==> src/rtl/uart_tx_ctrl_if.sv <==
// Data/serializer interface of the UART transmit frame sequencer.
// master: the side that requests bytes and hosts the serializer.
// slave: the frame sequencer.
interface uart_tx_ctrl_if #(
    parameter int DATA_WIDTH = 8
);
    logic                  DATA_VALID;
    logic [DATA_WIDTH-1:0] P_DATA;
    logic                  PAR_EN;
    logic                  PAR_TYP;
    logic                  SER_DATA;
    logic                  SER_DONE;
    logic                  SER_EN;
    logic                  TX_OUT;
    logic                  BUSY;
    logic                  ERR;

    modport master (
        output DATA_VALID, P_DATA, PAR_EN, PAR_TYP, SER_DATA, SER_DONE,
        input  SER_EN, TX_OUT, BUSY, ERR
    );

    modport slave (
        input  DATA_VALID, P_DATA, PAR_EN, PAR_TYP, SER_DATA, SER_DONE,
        output SER_EN, TX_OUT, BUSY, ERR
    );
endinterface

==> src/rtl/uart_tx_ctrl.sv <==
// UART transmit frame sequencer: start bit, DATA_WIDTH data bits from the
// serializer, optional internally generated parity bit, stop bit.
// TX_OUT is registered and trails the state by one cycle.
module uart_tx_ctrl #(
    parameter int DATA_WIDTH = 8
) (
    input logic           CLK,
    input logic           RST,
    uart_tx_ctrl_if.slave bus
);
    localparam int CNT_W = (DATA_WIDTH > 1) ? $clog2(DATA_WIDTH) : 1;
    localparam logic [CNT_W-1:0] CNT_LAST = CNT_W'(DATA_WIDTH - 1);

    typedef enum logic [2:0] {
        IDLE   = 3'd0,
        START  = 3'd1,
        DATA   = 3'd2,
        PARITY = 3'd3,
        STOP   = 3'd4
    } state_t;

    state_t           state_q;
    logic [CNT_W-1:0] cnt_q;
    logic             par_q;
    logic             par_en_q;
    logic             tx_q;
    logic             tx_d;
    logic             err_q;
    logic             guard;

    assign guard = (cnt_q == CNT_LAST);

    // Line level belonging to the current state, captured into tx_q next edge.
    always_comb begin
        tx_d = 1'b1;
        case (state_q)
            START:   tx_d = 1'b0;
            DATA:    tx_d = bus.SER_DATA;
            PARITY:  tx_d = par_q;
            default: tx_d = 1'b1;
        endcase
    end

    // Frame FSM with registered line, bit counter, parity latch and error flag.
    always_ff @(posedge CLK or negedge RST) begin
        if (!RST) begin
            state_q  <= IDLE;
            cnt_q    <= '0;
            par_q    <= 1'b0;
            par_en_q <= 1'b0;
            tx_q     <= 1'b1;
            err_q    <= 1'b0;
        end else begin
            tx_q <= tx_d;
            case (state_q)
                IDLE: begin
                    if (bus.DATA_VALID) begin
                        par_q    <= (^bus.P_DATA) ^ bus.PAR_TYP;
                        par_en_q <= bus.PAR_EN;
                        state_q  <= START;
                    end
                end
                START: state_q <= DATA;
                DATA: begin
                    if (bus.SER_DONE || guard) begin
                        cnt_q <= '0;
                        if (!bus.SER_DONE) begin
                            err_q <= 1'b1;
                        end
                        state_q <= par_en_q ? PARITY : STOP;
                    end else begin
                        cnt_q <= cnt_q + 1'b1;
                    end
                end
                PARITY:  state_q <= STOP;
                STOP:    state_q <= IDLE;
                default: state_q <= IDLE;
            endcase
        end
    end

    assign bus.SER_EN = (state_q == DATA);
    assign bus.BUSY   = (state_q != IDLE);
    assign bus.TX_OUT = tx_q;
    assign bus.ERR    = err_q;
endmodule

==> src/flat_wrapper.sv <==
// flat-port wrapper written by rule: the top's interface ports become plain ports
module uart_tx_ctrl_flat 
#(
    parameter int DATA_WIDTH = 8
)
  (CLK, RST, bus_DATA_VALID, bus_P_DATA, bus_PAR_EN, bus_PAR_TYP, bus_SER_DATA, bus_SER_DONE, bus_SER_EN, bus_TX_OUT, bus_BUSY, bus_ERR);
  uart_tx_ctrl_if #(.DATA_WIDTH(DATA_WIDTH)) bus_i ();
  input logic CLK;
  input logic RST;
  input wire logic [$bits(bus_i.DATA_VALID)-1:0] bus_DATA_VALID;
  input wire logic [$bits(bus_i.P_DATA)-1:0] bus_P_DATA;
  input wire logic [$bits(bus_i.PAR_EN)-1:0] bus_PAR_EN;
  input wire logic [$bits(bus_i.PAR_TYP)-1:0] bus_PAR_TYP;
  input wire logic [$bits(bus_i.SER_DATA)-1:0] bus_SER_DATA;
  input wire logic [$bits(bus_i.SER_DONE)-1:0] bus_SER_DONE;
  output wire logic [$bits(bus_i.SER_EN)-1:0] bus_SER_EN;
  output wire logic [$bits(bus_i.TX_OUT)-1:0] bus_TX_OUT;
  output wire logic [$bits(bus_i.BUSY)-1:0] bus_BUSY;
  output wire logic [$bits(bus_i.ERR)-1:0] bus_ERR;
  assign bus_i.DATA_VALID = bus_DATA_VALID;
  assign bus_i.P_DATA = bus_P_DATA;
  assign bus_i.PAR_EN = bus_PAR_EN;
  assign bus_i.PAR_TYP = bus_PAR_TYP;
  assign bus_i.SER_DATA = bus_SER_DATA;
  assign bus_i.SER_DONE = bus_SER_DONE;
  assign bus_SER_EN = bus_i.SER_EN;
  assign bus_TX_OUT = bus_i.TX_OUT;
  assign bus_BUSY = bus_i.BUSY;
  assign bus_ERR = bus_i.ERR;
  uart_tx_ctrl #(.DATA_WIDTH(DATA_WIDTH)) u_core (.CLK(CLK), .RST(RST), .bus(bus_i));
endmodule
==> config.mk <==
export PLATFORM = sky130hd
export DESIGN_NAME = uart_tx_ctrl_flat
export DESIGN_NICKNAME = d
export VERILOG_FILES = /design/src/rtl/uart_tx_ctrl_if.sv /design/src/rtl/uart_tx_ctrl.sv /design/src/flat_wrapper.sv
export SDC_FILE = /design/constraint.sdc
export NUM_CORES = 1
export LEC_CHECK = 0
export ABC_CLOCK_PERIOD_IN_PS = 1900
export BUFFER_PORTS_ARGS = -buffer_cell sky130_fd_sc_hd__buf_2
export CAP_MARGIN = 20
export CORE_MARGIN = 1.5
export CORE_UTILIZATION = 40
export CTS_BUF_LIST = sky130_fd_sc_hd__clkbuf_4 sky130_fd_sc_hd__clkbuf_8 sky130_fd_sc_hd__clkbuf_16
export CTS_CLUSTER_DIAMETER = 50
export DETAILED_ROUTE_END_ITERATION = 12
export PLACE_DENSITY = 0.77
export SYNTH_ARGS = -nofsm -noshare
export SYNTH_HDL_FRONTEND = slang
export SYNTH_SLANG_ARGS = --single-unit
==> constraint.sdc <==
create_clock -name CLK -period 1.9 [get_ports CLK]
set_input_delay 0.095 -clock CLK [delete_from_list [all_inputs] [get_ports CLK]]
set_output_delay 0.095 -clock CLK [all_outputs]
set_load 0.01 [all_outputs]
==> summary.txt <==
Routing
  • Via-per-instance ratio: 4.614
  • DRT Wirelength: 884 µm
  • DRC: 0
  • DR vias: between 400 and 500
  • Initial drt markers: 2
  • Pre-antenna DRT Iters: 2
  • Post-route ant nets: 0
  • Wire per inst: roughly 10 µm

Timing
  • Worst-Margin Slew: ~0.24 ns
  • Fin. max-slew vios: 0
  • Final TNS setup: 0 ns
  • Final setup vio count: 0
  • Fin crit share: 0.7866
  • WHS: 0.05173 ns
  • Relative slew margins: 0.8389
  • Tmin final: 1.495 ns
  • RSZ-0062 raised after global routing: no
  • Hold Vio Cnt, Final: 0
  • Clock Skew: 0.001460 ns
  • F_max: 0.6691 GHz

Synthesis
  • Area contributors post-synth: dfrtp_1 41%, xnor2_2 5.9%, dfstp_2 4.8%
  • Synth Register Bits: 10
  • Yosys warning count: 0
  • Sequential-to-total area share from yosys stat: 0.4600
  • Post-synth top area share: 0.4119
  • Ys async rst share: 1.000
  • Area leader, netlist: dfrtp_1
  • Synthesized area per cell: around 11 µm²
  • Mapped Area: around 550 µm²
  • Most common cell in the netlist: dfrtp_1
  • Ys flop type: dfrtp_1
  • Synth top cells by count: 9 x dfrtp_1, 6 x nand2_1, 4 x nor2_1
  • Post-Syn Instances: 51
  • EDFF count, synth: 0
  • Synth Net Count: 68
  • Synth unique cells: 28

Placed design
  • Port-buffer cells: 18
  • Global placer's final weighted congestion: 0.7837
  • Dpl hpwl: 726.6 µm

Clock tree
  • Htree depth: 1
  • Num CTS Buffers: 3
  • Clock root cell: clkbuf_4
  • CTS clk-pin slew, worst paths: 0.06 ns
  • TritonCTS Sinks: 10
  • CTS tree: built
  • Resized Gates After CTS: 0
  • Worst skew pair latency: 0.26 ns
  • Longest Clk Path Bufs: 2

Floorplan
  • Die H: 39.97 µm
  • Full die area: 0.001598 mm²
  • Initial Utilization: 0.4255
  • # rows: 13
  • Core area: roughly 0.0013 mm²
  • Die X: 39.97 µm
  • I/O Pins: 19

Critical path
  • Worst-path cell chain: ha_1, ha_1, or2_1, a21oi_1, mux2i_1, nor2_1
  • CP delay by family, top: flip-flops
  • Critical path buffer and inverter count: 0
  • R2R setup slack: slightly above 0.4 ns
  • CP Launch Type: flop
  • Crit-path slowest cell: dfrtp_1
  • Reg2reg start: u_core.cnt_q[0]$_DFFE_PN0N_
  • CP max stage delay: 0.39 ns
  • CP max FO: 3
  • CP Depth: 6
  • Crit Path Category: reg -> reg
  • Worst Path Arrival: 1.69 ns
  • Setup crit start: u_core.cnt_q[0]$_DFFE_PN0N_
  • CP dominant cell by count: ha_1
  • Worst Setup EP: u_core.state_q[1]$_DFFE_PN0P_
  • CP required: approximately 2.1 ns
  • Crit. End Element: flop
  • R2R Path End: u_core.state_q[1]$_DFFE_PN0P_
  • Reg2reg path depth: 6

Layout
  • Storage cell area: 251.5 µm²
  • Layout cell share with drive strength beyond 1: 0.3836
  • Filler instances: around 130
  • Ant. Diodes: 0
  • Multi-input logic area: 280.3 µm²
  • Area delta synth->final: 26.54%
  • Nets: 91

Global routing
  • GRT overflow: 0
  • First-pass GRT wire length: 1.269 mm
  • Total Routing Usage GR: 0.1307
  • Initial antenna violation count: 0
  • Largest net degree at the start of global routing: 11
  • Vias in the first global route: 321

Power and ir drop
  • Power per cell area: 1307 mW/mm²
  • Worst ir drop on vdd: 0.0008020 V
  • Leakage power: approximately 0.36 nW

Outcome
  • Outcome: finished, final reports clean

Hold path
  • WHS Path Cells: 2
  • Worst min path class: in -> reg

Flow run
  • Max-cap violations: 0
## metrics by stage
stage	utilization	setup slack (ns)	instances	instance area [µm²]	power, mW
floorplan	-	0.4910	51	546.8	0.6440
global placement	0.5073	0.4492	83	651.9	0.7366
detailed placement	0.5073	0.4140	83	651.9	0.7512
CTS	0.5385	0.3902	88	691.9	0.9207
global route	0.5385	0.2669	88	691.9	0.9964
finish	0.5385	0.4054	88	691.9	0.9041
## placed cells by master, fill, tap and decap left out
cell type and n:
xnor2_2 2, a21o_1 1, nor2_1 4, a21oi_1 1, inv_2 1, nor3_1 2, nor3b_1 1, or3_1 1
xnor2_1 3, a22oi_1 1, xnor3_1 1, inv_1 2, dlygate4sd3_1 1, nand2_1 6, clkbuf_4 4, a31oi_1 1
dfrtp_1 9, mux2i_1 1, nor2b_1 1, mux2_1 1, or2_1 1, o21ai_0 2, dfstp_2 1, mux2_2 1
a31o_1 1, or2_2 1, nand3b_1 1, ha_1 2, buf_2 18, xor2_1 1
## worst min path at each step
stage	end	slack (ns)	start
CTS	u_core.par_en_q$_DFFE_PN0P_	0.04	bus_PAR_EN
global route	u_core.par_en_q$_DFFE_PN0P_	0.05	bus_PAR_EN
finish	u_core.par_en_q$_DFFE_PN0P_	0.05	bus_PAR_EN
floorplan	u_core.bus.ERR$_DFFE_PN0P_	-0.20	RST
global placement	u_core.state_q[0]$_DFFE_PN0P_	-0.04	RST
detailed placement	u_core.bus.ERR$_DFFE_PN0P_	-0.03	RST
## per-layer routing
metal | vias up | wire length, µm | GRT usage
li1 | 215 | - | -
met1 | 181 | 368 | 0.1315
met2 | 10 | 467 | 0.2016
met3 | 0 | 48 | 0.08333
met4 | 0 | 0 | 0.07759
met5 | - | 0 | 0
## cells by family after synthesis
family,synth area share
buffers and inverters,0.02745
XOR/XNOR,0.1648
adder cells (fa/ha/maj),0.04576
flip-flops,0.4600
AO/OA/AOI/OAI,0.08239
AND/OR/NAND/NOR,0.1602
multiplexers,0.05949
## cell type report
type,instances,share of cell area
multi-input cells,37,0.4051
flip-flops and latches,10,0.3635
repair buffers,19,0.1447
clock buffers,4,0.04340
well taps,15,0.02712
inverters,3,0.01627
## state kept, by name (all words and copies together) (netlist names)
signal / cells
u_core.par_en_q: 1
u_core.bus.ERR: 1
u_core.cnt_q: 3
u_core.bus.TX_OUT: 1
u_core.par_q: 1
u_core.state_q: 3
## power breakdown
part / switching, mW / leakage [nW] / internal (mW) / total, mW
clock network: 0.0675 / 0.0184 / 0.0953 / 0.163
registers: 0.0853 / 0.126 / 0.312 / 0.397
logic: 0.160 / 0.220 / 0.184 / 0.345
total: 0.313 / 0.365 / 0.591 / 0.904
## timing repair
| item | CTS | global route |
|---|---|---|
| hold buffers | 1 | 0 |
| hold endpoints to repair | 10 | 0 |
| setup buffers | 0 | 0 |
No activity file was read; power rests on OpenSTA's default activity.
